--- src/rtl/uart_tx_arbiter_pkg.sv ---
// Shared definitions for the UART transmit arbiter: FSM encoding, byte width and
// default per-requester buffering.
package uart_tx_arbiter_pkg;

  localparam int DEFAULT_FIFO_DEPTH = 4;
  localparam int BYTE_W             = 8;

  typedef enum logic [1:0] {
    sIDLE  = 2'b00,
    sSTART = 2'b01,
    sBUSY  = 2'b10
  } txStateT;

endpackage

--- src/rtl/byte_fifo.sv ---
// Synchronous show-ahead byte FIFO; oData always presents the head entry.
module byte_fifo
  import uart_tx_arbiter_pkg::*;
#(
  parameter int DEPTH = DEFAULT_FIFO_DEPTH,
  localparam int CNT_W = $clog2(DEPTH) + 1
) (
  input  logic              iClk,
  input  logic              iRstN,
  input  logic              iPush,
  input  logic [BYTE_W-1:0] iData,
  input  logic              iPop,
  output logic [BYTE_W-1:0] oData,
  output logic              oFull,
  output logic              oEmpty,
  output logic [CNT_W-1:0]  oCount
);

  localparam int PTR_W = $clog2(DEPTH);
  localparam logic [CNT_W-1:0] CNT_FULL = CNT_W'(DEPTH);

  logic [BYTE_W-1:0] mem [DEPTH];
  logic [PTR_W-1:0]  wrPtr;
  logic [PTR_W-1:0]  rdPtr;
  logic              doPush;
  logic              doPop;

  assign oFull  = (oCount == CNT_FULL);
  assign oEmpty = (oCount == '0);
  assign doPush = iPush && !oFull;
  assign doPop  = iPop && !oEmpty;
  assign oData  = mem[rdPtr];

  always_ff @(posedge iClk) begin
    if (doPush) mem[wrPtr] <= iData;
  end

  // Power-of-two depth lets the pointers wrap by plain overflow.
  always_ff @(posedge iClk or negedge iRstN) begin
    if (!iRstN) begin
      wrPtr  <= '0;
      rdPtr  <= '0;
      oCount <= '0;
    end else begin
      if (doPush) wrPtr <= wrPtr + PTR_W'(1);
      if (doPop)  rdPtr <= rdPtr + PTR_W'(1);
      case ({doPush, doPop})
        2'b10:   oCount <= oCount + CNT_W'(1);
        2'b01:   oCount <= oCount - CNT_W'(1);
        default: oCount <= oCount;
      endcase
    end
  end

endmodule

--- src/rtl/uart_tx_arbiter.sv ---
// Two-requester byte arbiter in front of one UART transmitter: per-requester FIFOs,
// round-robin grant, and a start/busy handshake with the transmitter.
module uart_tx_arbiter
  import uart_tx_arbiter_pkg::*;
#(
  parameter int FIFO_DEPTH = DEFAULT_FIFO_DEPTH
) (
  input  logic              iClk,
  input  logic              iRstN,
  input  logic              iValid0,
  input  logic              iValid1,
  input  logic [BYTE_W-1:0] iByte0,
  input  logic [BYTE_W-1:0] iByte1,
  output logic              oReady0,
  output logic              oReady1,
  output logic              oTxStart,
  output logic [BYTE_W-1:0] oTxByte,
  input  logic              iTxDone,
  output logic              oBusy,
  output logic              oSrc
);

  localparam int CNT_W = $clog2(FIFO_DEPTH) + 1;

  logic [1:0]        rstSync;
  logic              rstN;
  txStateT           state;
  logic              lastGrant;
  logic              has0;
  logic              has1;
  logic              grant;
  logic              popReq;
  logic              full0;
  logic              full1;
  logic              empty0;
  logic              empty1;
  logic [CNT_W-1:0]  count0;
  logic [CNT_W-1:0]  count1;
  logic [BYTE_W-1:0] head0;
  logic [BYTE_W-1:0] head1;

  // Reset asserts asynchronously but releases only after two clean clock edges.
  always_ff @(posedge iClk or negedge iRstN) begin
    if (!iRstN) rstSync <= 2'b00;
    else        rstSync <= {rstSync[0], 1'b1};
  end
  assign rstN = rstSync[1];

  byte_fifo #(.DEPTH(FIFO_DEPTH)) uFifo0 (
    .iClk   (iClk),
    .iRstN  (rstN),
    .iPush  (iValid0),
    .iData  (iByte0),
    .iPop   (popReq && !grant),
    .oData  (head0),
    .oFull  (full0),
    .oEmpty (empty0),
    .oCount (count0)
  );

  byte_fifo #(.DEPTH(FIFO_DEPTH)) uFifo1 (
    .iClk   (iClk),
    .iRstN  (rstN),
    .iPush  (iValid1),
    .iData  (iByte1),
    .iPop   (popReq && grant),
    .oData  (head1),
    .oFull  (full1),
    .oEmpty (empty1),
    .oCount (count1)
  );

  assign oReady0 = !full0;
  assign oReady1 = !full1;
  assign has0    = !empty0;
  assign has1    = !empty1;

  always_comb begin
    assert (empty0 == (count0 == '0));
    assert (empty1 == (count1 == '0));
  end

  // With both requesters waiting the one not served last wins; otherwise the only one waiting.
  assign grant  = (has0 && has1) ? !lastGrant : has1;
  assign popReq = (state == sIDLE) && (has0 || has1);

  always_ff @(posedge iClk or negedge rstN) begin
    if (!rstN) begin
      state     <= sIDLE;
      oTxStart  <= 1'b0;
      oTxByte   <= '0;
      oBusy     <= 1'b0;
      oSrc      <= 1'b0;
      lastGrant <= 1'b1;
    end else begin
      case (state)
        sIDLE: begin
          if (popReq) begin
            oTxByte  <= grant ? head1 : head0;
            oSrc     <= grant;
            oTxStart <= 1'b1;
            oBusy    <= 1'b1;
            state    <= sSTART;
          end
        end
        sSTART: begin
          oTxStart <= 1'b0;
          state    <= sBUSY;
        end
        sBUSY: begin
          if (iTxDone) begin
            lastGrant <= oSrc;
            oBusy     <= 1'b0;
            state     <= sIDLE;
          end
        end
        default: begin
          oTxStart <= 1'b0;
          oBusy    <= 1'b0;
          state    <= sIDLE;
        end
      endcase
    end
  end

endmodule

--- config.mk ---
export PLATFORM = sky130hd
export DESIGN_NAME = uart_tx_arbiter
export DESIGN_NICKNAME = d
export VERILOG_FILES = /design/src/rtl/uart_tx_arbiter_pkg.sv /design/src/rtl/byte_fifo.sv /design/src/rtl/uart_tx_arbiter.sv
export SDC_FILE = /design/constraint.sdc
export NUM_CORES = 1
export LEC_CHECK = 0
export CAP_MARGIN = 20
export CELL_PAD_IN_SITES_DETAIL_PLACEMENT = 2
export CELL_PAD_IN_SITES_GLOBAL_PLACEMENT = 2
export CORE_UTILIZATION = 30
export DETAILED_ROUTE_END_ITERATION = 8
export PLACE_DENSITY_LB_ADDON = 0.1
export SLEW_MARGIN = 0
export SYNTH_ARGS = -nofsm -noshare
export SYNTH_HDL_FRONTEND = slang
export SYNTH_HIERARCHICAL = 1
export SYNTH_SLANG_ARGS = --single-unit
--- constraint.sdc ---
create_clock -name iClk -period 1.47 [get_ports iClk]
set_clock_uncertainty 0.1 [all_clocks]
set_input_delay 0.294 -clock iClk [delete_from_list [all_inputs] [get_ports iClk]]
set_output_delay 0.294 -clock iClk [all_outputs]
set_load 0.01 [all_outputs]
==> results of run 1 <==
==> worst max-delay path, delay by kind of cell, from the launching register on <==
| kind | cells | cell delay, ns |
|---|---|---|
| fa+ha+maj | 2 | 0.47 |
| xor+xnor | 2 | 0.33 |
| flops | 1 | 0.39 |
| simple gates | 2 | 0.19 |
| compound gates | 3 | 0.65 |
| buf+inv | 2 | 0.16 |
==> path summary, 6_finish.rpt <==
check / cells after the start / start / slack [ns] / to
max: 11 / uFifo1/oCount[2] / -0.90 / uFifo0/oCount[2]
min: 1 / rstSync[1] / 0.14 / uFifo1/wrPtr[1]
max reg2reg: 11 / uFifo1/oCount[2] / -0.90 / uFifo0/oCount[2]
min reg2reg: 1 / rstSync[1] / 0.14 / uFifo1/wrPtr[1]
max in group asynchronous: 1 / rstSync[1] / 0.58 / uFifo0/wrPtr[0]
min in group iClk: 0 / rstSync[0] / 0.26 / rstSync[1]
==> per-stage QoR <==
step / TNS [ns] / total power, W / hold slack [ns]
floorplan: -4.150 / 0.006771 / -0.1016
CTS: -25.00 / 0.01178 / 0.1467
global placement: -27.62 / 0.008641 / -0.03937
detailed placement: -28.37 / 0.008740 / -0.03689
global route: -25.48 / 0.01257 / 0.1723
finish: -20.59 / 0.01178 / 0.1376
==> final cells by class <==
cell class	count	area, µm²	area share (%)
timing repair buffer	85	812.0	15.07
tap	172	215.2	3.993
inverter	18	73.82	1.370
clock inverter	6	28.78	0.5340
clock buffer	10	229.0	4.249
multi-input combinational	112	1355	25.15
sequential	94	2675	49.64
==> logic make-up after synthesis <==
| logic type | count (synthesis) | synth area share, % |
|---|---|---|
| flops | 94 | 68.76 |
| simple gates | 34 | 5.438 |
| compound gates | 31 | 4.923 |
| buf+inv | 25 | 2.735 |
| mux | 22 | 11.10 |
| fa+ha+maj | 12 | 4.247 |
| xor+xnor | 12 | 2.703 |
| other cells | 1 | 0.09643 |
==> routing by layer <==
| layer | global-route usage (%) | vias to the layer above | routed length, µm |
|---|---|---|---|
| li1 | - | 1042 | - |
| met1 | 18.75 | 1162 | 3855 |
| met2 | 24.44 | 29 | 4512 |
| met3 | 4.236 | 7 | 280 |
| met4 | 5.299 | 0 | 117 |
| met5 | 0 | - | 0 |
==> layout by cell type (no fill, tap or decap), types with 4 or more instances in the layout <==
cell and instances:
a21oi_1 5, a31oi_4 6, and2_4 5, and3_4 4, buf_12 4, buf_4 33, buf_6 13, clkbuf_16 9
clkdlybuf4s50_1 20, dfrtp_1 28, dlygate4sd2_1 10, edfxtp_1 64, ha_1 8, inv_1 13, mux4_2 16, nor2_1 8
o21ai_0 9, xnor2_2 5, xor2_1 6
==> power breakdown <==
part | switching, W | internal, W | total [W]
combinational | 0.00255 | 0.00301 | 0.00556
clock | 0.000916 | 0.00112 | 0.00204
sequential | 0.000511 | 0.00367 | 0.00418
==> flip-flops by register name, summed over array words and instances, names as in the netlist <==
| name | flops |
|---|---|
| oTxStart | 1 |
| uFifo0/oCount | 3 |
| uFifo1/oCount | 3 |
| state | 2 |
| uFifo1/rdPtr | 2 |
| rstSync | 2 |
| lastGrant | 1 |
| oBusy | 1 |
| uFifo0/rdPtr | 2 |
| uFifo0/mem | 32 |
| oSrc | 1 |
| uFifo0/wrPtr | 2 |
| uFifo1/wrPtr | 2 |
| uFifo1/mem | 32 |
| oTxByte | 8 |
==> repair_timing <==
item                                    in CTS  in global routing
hold endpoints to repair                     4                  0
hold buffers                                 2                  0
buffers inserted                            19                  7
pin swaps                                   19                  4
resized for setup                           61                 21
endpoints found under the setup margin     100                 93
==> flow_summary_export.csv, run 1 <==
group,metric,value,unit
grt,grt_pass1_wl,14.15,mm
logic_synthesis,synth_seq_cells,94,
logic_synthesis,synth_most_common_cell,"edfxtp_1",
logic_synthesis,yosysSeqAreaShare,68.76,%
timing,min_period,2.368,ns
grt,grt_overflow,0,
clocking,cts-buffers-inserted,9,
grt,grt_max_degree,27,
logic_synthesis,ys.flop_type,"edfxtp_1",
floorplanning,io_pins,34,
floorplanning,start_util,30.81,%
route,drt_wl_total,8.765,mm
worst_setup_path,startpoint_type,"register",
worst_setup_path,crit_required,1.62,ns
timing,rsz0062_at_grt,"yes",
placement,dp_hpwl,5.889,mm
layout,drive_above_1_share,41.54,%
run_status,status,"complete, but fails checks",
worst_setup_path,cpMostUsedCell,"xor2_1",
logic_synthesis,syn_inst,231,
grt,grt_antenna_before_repair,0,
route,antenna_left,0,
clocking,cts_tree,"yes",
timing,timing.final.crit_share,161.1,%
logic_synthesis,ys_types,36,
layout,final_area,5389,µm²
clocking,root_buffer,"clkbuf_16",
placement,place_congestion,0.6988,
route,vias,2240,
worst_setup_path,critPathMaxFanout,3,
timing,setup_ws,-0.8977,ns
grt,track_usage,14.87,%
route,wl_per_cell,17.64,µm
logic_synthesis,async_flop_share,31.91,%
floorplanning,rows,41,
run_status,violations,"setup timing",
worst_setup_path,cp_data_arrival_time,2.52,ns
logic_synthesis,yosys-top-cells-count,"64 x edfxtp_1, 29 x dfrtp_1, 16 x inv_1, 16 x mux4_2, 11 x nor2_1",
layout,instances_no_fill,497,
worst_setup_path,crit_chain,"nor3_4, buf_6, a211o_4, a21oi_4, o31a_2, ha_4, inv_2, fa_2, xor2_1, nor2_1, xor2_1",
timing,max_freq,0.4224,GHz
clocking,clk_path_buf_depth,2,
pwr,power_leakage,2.038,nW
pwr,ir_worst_vdd,0.7820,mV
logic_synthesis,synth_edf_count,64,
floorplanning,core,12620,µm²
floorplanning,die_y,115.9,µm
layout,antenna_cells,0,
worst_setup_path,cp-end-kind,"register",
logic_synthesis,synth_top_area_share,49.42,%
logic_synthesis,synth_fp_nets,264,
worst_setup_path,worst-setup-path-type,"reg -> reg",
route,vias_per_cell,4.507,
worst_setup_path,critPathMaxStageDelay,0.39,ns
logic_synthesis,synth_area_leaders,"edfxtp_1 49%, dfrtp_1 19%, mux4_2 9.3%, ha_1 3.2%, inv_1 1.5%",
clocking,htree_num_levels,3,
logic_synthesis,yosys.area.top_type,"edfxtp_1",
floorplanning,die_area,13420,µm²
placement,dpl_worst_slack,-0.9314,ns
placement,io_buffers,33,
layout,final_core_util,42.70,%
run,maxCapViolations,0,
hold_path,hold_path_class,"reg -> async",
route,dr.pass1.iters,4,
timing,timing.final.hold_violations,0,
logic_synthesis,synth_area_per_cell,16.83,µm²
route,drt_iter0_markers,66,
timing,final_max_slew_viol_count,0,
layout,fillers,1260,
timing,setup_viol,92,
layout,area_growth,38.58,%
clocking,clock_latency,0.34,ns
worst_setup_path,crit_path_top_delay_cell,"dfrtp_1",
pwr,power.density,2186,nW/µm²
logic_synthesis,synth_area,3889,µm²
placement,dpl.cell_count,460,
logic_synthesis,ys_warn_count,6,
grt,grt_pass1_vias,2497,
placement,place_area,4740,µm²
clocking,cts_sinks,94,
layout,nets,353,
route,post-route-drc-count,0,
floorplanning,fp.dieW,115.9,µm
clocking,clkTransAtPathRegs,0.06,ns
(Power assumes the default switching activity.)
==> run 2, diff against run 1 <==
Settings changed: SYNTH_HIERARCHICAL 1 to default.
Clock period 1.47 ns to 2.4 ns, I/O delays scaled along.
==> run 2 against run 1 <==
Against the previous run:
- the flow now finishes without violations
- via count down 11%
- total power down 47%
- area after synthesis up 0.19%
- critical path depth down 9
- global-route usage down 1.5 points
- sequential power down 39%
- die area up 0.19%
- routed wire length down 9.7%
- register-to-register slack better by 1.0 ns
- first-iteration DRC count down 32%
- count of clock-buffer cells in the layout down 1
- utilization down 4.8 points
- critical path type is now reg -> out
- largest cell class unchanged
==> flow_summary_export.csv, run 2 <==
group,metric,value,unit
run_status,status,"finished, final reports clean",
logic_synthesis,synth_area_leaders,"edfxtp_1 49%, dfrtp_1 19%, mux4_2 9.2%, ha_1 3.2%, inv_1 2.6%",
logic_synthesis,synth_edf_count,64,
clocking,root_buffer,"clkbuf_16",
pwr,p_sw_share,32.95,%
grt,gr-usage-met1,18.44,%
route,drt_iter0_markers,45,
route,drt_wl_total,7.916,mm
logic_synthesis,synth_seq_cells,94,
pwr,ir_worst_vdd,0.4413,mV
layout,mostFrequentLayoutCell,"edfxtp_1",
layout,instances_no_fill,449,
timing,tightestPinTransition,0.6447,ns
run,maxCapViolations,0,
timing,timing.final.crit_share,95.68,%
clocking,clk_path_buf_depth,2,
logic_synthesis,synth_area,3896,µm²
worst_setup_path,r2r-end,"uFifo1.oCount[2]",
placement,place_congestion,0.6867,
clocking,cts_resized,0,
grt,track_usage,13.37,%
pwr,power.switching,0.002060,W
logic_synthesis,yosysSeqAreaShare,68.63,%
grt,grt_overflow,0,
timing,setup_ws,0.1036,ns
grt,grt_antenna_before_repair,0,
pwr,power_leakage,1.784,nW
clocking,post_cts_buffers,0,
worst_setup_path,rrSetupSlack,0.13,ns
logic_synthesis,synth_most_common_cell,"edfxtp_1",
logic_synthesis,syn_inst,224,
timing,final_max_slew_viol_count,0,
timing,max_freq,0.4355,GHz
worst_setup_path,worst-setup-path-type,"reg -> out",
pwr,combPwrFrac,36.2,%
worst_setup_path,r2r_start,"uFifo1.oCount[1]",
pwr,p_clk_share,22.9,%
worst_setup_path,crit_path_top_delay_cell,"clkdlybuf4s50_1",
route,vias_per_cell,4.450,
logic_synthesis,synth_fp_nets,257,
pwr,power,0.006251,W
worst_setup_path,critPathMaxFanout,6,
grt,grt_pass1_wl,12.68,mm
grt,grt_max_degree,29,
pwr,power_frac_seq,41.0,%
floorplanning,io_pins,34,
floorplanning,fp.dieW,116.0,µm
placement,io_buffers,33,
worst_setup_path,startpoint_type,"register",
placement,dpl_worst_slack,0.006086,ns
layout,layout_common_cells,"64 x edfxtp_1, 33 x clkdlybuf4s50_1, 29 x dfrtp_1, 27 x inv_1, 16 x mux4_2",
route,dr.pass1.iters,6,
timing,rsz0062_at_grt,"no",
floorplanning,die_area,13450,µm²
layout,antenna_cells,0,
logic_synthesis,synth_top_area_share,49.33,%
logic_synthesis,yosys-top-cells-count,"64 x edfxtp_1, 29 x dfrtp_1, 27 x inv_1, 16 x mux4_2, 10 x ha_1",
clocking,clock_latency,0.35,ns
worst_setup_path,r2r_cells,9,
route,post-route-drc-count,0,
clocking,cts_sinks,94,
timing,maxSlewHeadroom,57.02,%
clocking,cts-buffers-inserted,9,
timing,timing.final.hold_violations,0,
pwr,internal_power,0.004191,W
layout,final_core_util,37.92,%
layout,area_growth,22.83,%
logic_synthesis,synth_area_per_cell,17.39,µm²
logic_synthesis,ys_warn_count,0,
layout,top_regs,"uFifo0.mem x32, uFifo1.mem x32, oTxByte x8",
floorplanning,start_util,30.87,%
route,vias,1998,
layout,drive_above_1_share,22.38,%
placement,dpl.cell_count,433,
worst_setup_path,crit_required,1.82,ns
grt,grt_pass1_vias,2200,
layout,nets,305,
logic_synthesis,ys.flop_type,"edfxtp_1",
timing,setup_viol,0,
worst_setup_path,critPathMaxStageDelay,0.50,ns
grt,met3_usage,2.981,%
floorplanning,rows,41,
worst_setup_path,crit_chain,"or3b_4, clkdlybuf4s50_1",
clocking,htree_num_levels,3,
pwr,power.density,1306,nW/µm²
placement,dp_hpwl,5.531,mm
worst_setup_path,cp-end-kind,"primary output",
hold_path,hold_path_class,"reg -> async",
floorplanning,die_y,116.0,µm
worst_setup_path,cp_data_arrival_time,1.72,ns
logic_synthesis,async_flop_share,31.91,%
clocking,clkTransAtPathRegs,0.07,ns
grt,top_usage_layer,"met2",
logic_synthesis,yosys.area.top_type,"edfxtp_1",
grt,use_met2,19.88,%
timing,fin_setup_tns,0,ns
clocking,cts_tree,"yes",
clocking,ctsHoldBuffers,0,
route,antenna_left,0,
route,wl_per_cell,17.63,µm
timing,min_period,2.296,ns
floorplanning,core,12620,µm²
logic_synthesis,ys_types,35,
==> run 2: cell count changes in the layout (fill, tap and decap cells not counted), moves of 6 or more <==
cell             previous run  this run
clkdlybuf4s50_1            20        33
o21ai_0                     9         3
nand4_1                     0         9
dlygate4sd2_1              10         0
xnor2_1                     1         8
a31oi_4                     6         0
inv_1                      13        27
o221ai_2                    0         6
and3_1                      0         8
buf_6                      13         0
buf_4                      33        12
==> run 2: critical path: cells and delay by family, from the launching register on <==
family | cells | cell delay [ns]
buffers and inverters | 1 | 0.50
flip-flops | 1 | 0.44
AND/OR/NAND/NOR | 1 | 0.44
==> run 2: per-stage QoR <==
step	instance area (µm²)	hold WS, ns
after floorplan	3896	0.08441
after global placement	4486	0.1715
after detailed placement	4486	0.1755
after CTS	4786	0.1770
after global routing	4786	0.1895
final	4786	0.1544
==> run 2: layout make-up <==
type	instances	area, µm²
multi-input combinational	95	1075
clock inverter	7	75.07
clock buffer	9	225.2
fill	1276	7834
timing repair buffer	45	420.4
tap	172	215.2
inverter	27	101.3
sequential	94	2674
==> run 2: how the worst max path moves through the flow <==
stage	startpoint	to	slack (ns)	cells after the start
2_1_floorplan	uFifo0.oCount[0]	uFifo0.oCount[2]	0.02	9
3_3_place_gp	iValid0	uFifo0.oCount[2]	0.06	8
3_5_place_dp	iValid0	uFifo0.oCount[2]	0.006	8
4_1_cts	uFifo0.oCount[1]	oReady0	0.07	2
5_1_grt	uFifo1.oCount[1]	uFifo1.oCount[2]	0.03	9
6_report	uFifo0.oCount[1]	oReady0	0.10	2
==> run 2: cells by family (layout without fill, tap and decap cells) <==
kind of cell	Yosys count	count (layout)	share of synthesized area (%)
AOI/OAI and AO/OA	18	18	4.656
xor gates and xnor gates	12	12	2.890
adders and majority gates	12	12	4.239
buffers and inverters	35	88	3.790
DFF	94	94	68.63
muxes	20	20	10.50
other	1	1	0.09625
and+or+nand+nor	32	32	5.202
==> run 2: power groups by stage <==
stage	Clock (W)	Sequential, W	Combinational [W]
finish	0.00143	0.00256	0.00226
global route	0.00153	0.00263	0.00251
CTS	0.00148	0.00258	0.00235
detailed placement	0	0.00261	0.00235
global placement	0	0.00259	0.00229
floorplan	0	0.00250	0.00157
==> run 2: metal layers <==
layer  share of wire (%)  wire length, µm  vias to the layer above
li1                    -                -                      931
met1                  47             3721                     1017
met2                  47             3724                       37
met3                 3.7              290                       13
met4                 2.3              180                        0
met5                   0                0                        -
==> run 3, diff against run 2 <==
Settings changed: CTS_BUF_LIST from default to sky130_fd_sc_hd__clkbuf_8.
==> run 3 against run 2 <==
Against the previous run:
- highest routed layer unchanged
- first-iteration DRC count shrank 11%
- utilization shrank 0.78 points
- routed wire length grew 0.67%
- sequential power is essentially flat
- critical path type unchanged
- clock power shrank 25%
- via count is the same
- critical path depth is the same
==> flow_summary_export.csv, run 3 (synthesized netlist as in run 2, its figures left out) <==
group,metric,value,unit
placement,place_congestion,0.6867,
grt,grt_pass1_wl,12.66,mm
timing,timing.final.hold_violations,0,
floorplanning,fp.dieW,116.0,µm
timing,max_freq,0.4289,GHz
worst_setup_path,crit_chain,"or3b_4, clkdlybuf4s50_1",
placement,dpl_worst_slack,0.006086,ns
worst_setup_path,r2r_start,"uFifo1.oCount[1]",
floorplanning,core,12620,µm²
clocking,cts_sinks,94,
timing,min_period,2.331,ns
worst_setup_path,cp-end-kind,"primary output",
placement,dp_hpwl,5.531,mm
floorplanning,io_pins,34,
clocking,clock_latency,0.38,ns
clocking,clk_path_buf_depth,2,
worst_setup_path,critPathMaxFanout,6,
route,vias,1998,
worst_setup_path,cp_data_arrival_time,1.75,ns
worst_setup_path,critPathMaxStageDelay,0.50,ns
worst_setup_path,worst-setup-path-type,"reg -> out",
timing,maxSlewHeadroom,57.55,%
layout,nets,305,
grt,track_usage,13.34,%
layout,area_growth,20.30,%
clocking,htree_num_levels,3,
clocking,cts_tree,"yes",
layout,antenna_cells,0,
clocking,root_buffer,"clkbuf_8",
layout,drive_above_1_share,23.10,%
timing,setup_ws,0.06853,ns
timing,final_max_slew_viol_count,0,
route,wl_per_cell,17.75,µm
grt,grt_max_degree,29,
route,drt_iter0_markers,40,
worst_setup_path,crit_required,1.82,ns
layout,layout_common_cells,"64 x edfxtp_1, 33 x clkdlybuf4s50_1, 27 x inv_1, 27 x dfrtp_1, 16 x mux4_2",
grt,grt_antenna_before_repair,0,
clocking,ctsHoldBuffers,0,
run,maxCapViolations,0,
clocking,cts-buffers-inserted,9,
pwr,power.density,1258,nW/µm²
placement,io_buffers,33,
clocking,clkTransAtPathRegs,0.10,ns
floorplanning,die_area,13450,µm²
timing,tightestPinTransition,0.6368,ns
worst_setup_path,crit_path_top_delay_cell,"clkdlybuf4s50_1",
route,dr.pass1.iters,4,
pwr,ir_worst_vdd,0.3785,mV
timing,setup_viol,0,
worst_setup_path,rrSetupSlack,0.12,ns
timing,rsz0062_at_grt,"no",
floorplanning,die_y,116.0,µm
route,vias_per_cell,4.450,
route,post-route-drc-count,0,
grt,grt_pass1_vias,2195,
hold_path,hold_path_class,"reg -> async",
run_status,status,"finished, final reports clean",
layout,top_regs,"uFifo0.mem x32, uFifo1.mem x32, oTxByte x8",
layout,mostFrequentLayoutCell,"edfxtp_1",
route,drt_wl_total,7.969,mm
worst_setup_path,startpoint_type,"register",
clocking,cts_resized,0,
clocking,post_cts_buffers,0,
worst_setup_path,crit_family,"buffers and inverters",
worst_setup_path,critPathLaunch,"uFifo0.oCount[1]",
route,antenna_left,0,
floorplanning,start_util,30.87,%
floorplanning,rows,41,
timing,timing.final.crit_share,97.14,%
pwr,power_leakage,1.736,nW
grt,grt_overflow,0,
worst_setup_path,critPathBufInv,1,
timing,fin_setup_tns,0,ns
==> run 3: cell types whose count changed in the layout (fill, tap and decap cells not counted) <==
cell | before | now
clkbuf_8 | 0 | 9
dfrtp_2 | 0 | 2
clkbuf_16 | 9 | 0
dfrtp_1 | 29 | 27
==> run 3: metrics by stage <==
step / area [µm²] / util, % / total power (W) / cells / hold WS, ns
after global placement: 4486 / 35.54 / 0.004881 / 433 / 0.1715
after CTS: 4684 / 37.12 / 0.006039 / 449 / 0.1373
final: 4687 / 37.14 / 0.005894 / 449 / 0.1527
after global routing: 4687 / 37.14 / 0.006305 / 449 / 0.1423
after detailed placement: 4486 / 35.54 / 0.004957 / 433 / 0.1755
after floorplan: 3896 / - / 0.004069 / 224 / 0.08441
==> run 3: power by group <==
| part | internal [W] | switching (W) |
|---|---|---|
| Combinational | 0.00114 | 0.00113 |
| Sequential | 0.00224 | 0.000316 |
| Clock | 0.000483 | 0.000586 |
==> run 3: final timing paths <==
kind,cells past startpoint,endpoint
setup / recovery,2,oReady0
hold / removal,1,oSrc
setup reg to reg,9,uFifo1.oCount[2]
hold reg to reg,1,oSrc
max in group asynchronous,1,lastGrant
min in group iClk,0,rstSync[1]
==> run 3: cell type report <==
type / count / area (µm²)
Fill cell: 1285 / 7933
Sequential cell: 94 / 2676
Multi-Input combinational cell: 95 / 1075
Timing Repair Buffer: 45 / 420.4
Tap cell: 172 / 215.2
Clock buffer: 9 / 123.9
Inverter: 27 / 101.3
Clock inverter: 7 / 75.07
==> run 3: routing by layer <==
| layer | GRT usage [%] | up-vias | wire (µm) |
|---|---|---|---|
| met5 | 0 | - | 0 |
| met4 | 5.128 | 0 | 108 |
| met3 | 3.609 | 9 | 268 |
| met2 | 20.20 | 29 | 3778 |
| met1 | 18.27 | 1028 | 3813 |
| li1 | - | 932 | - |
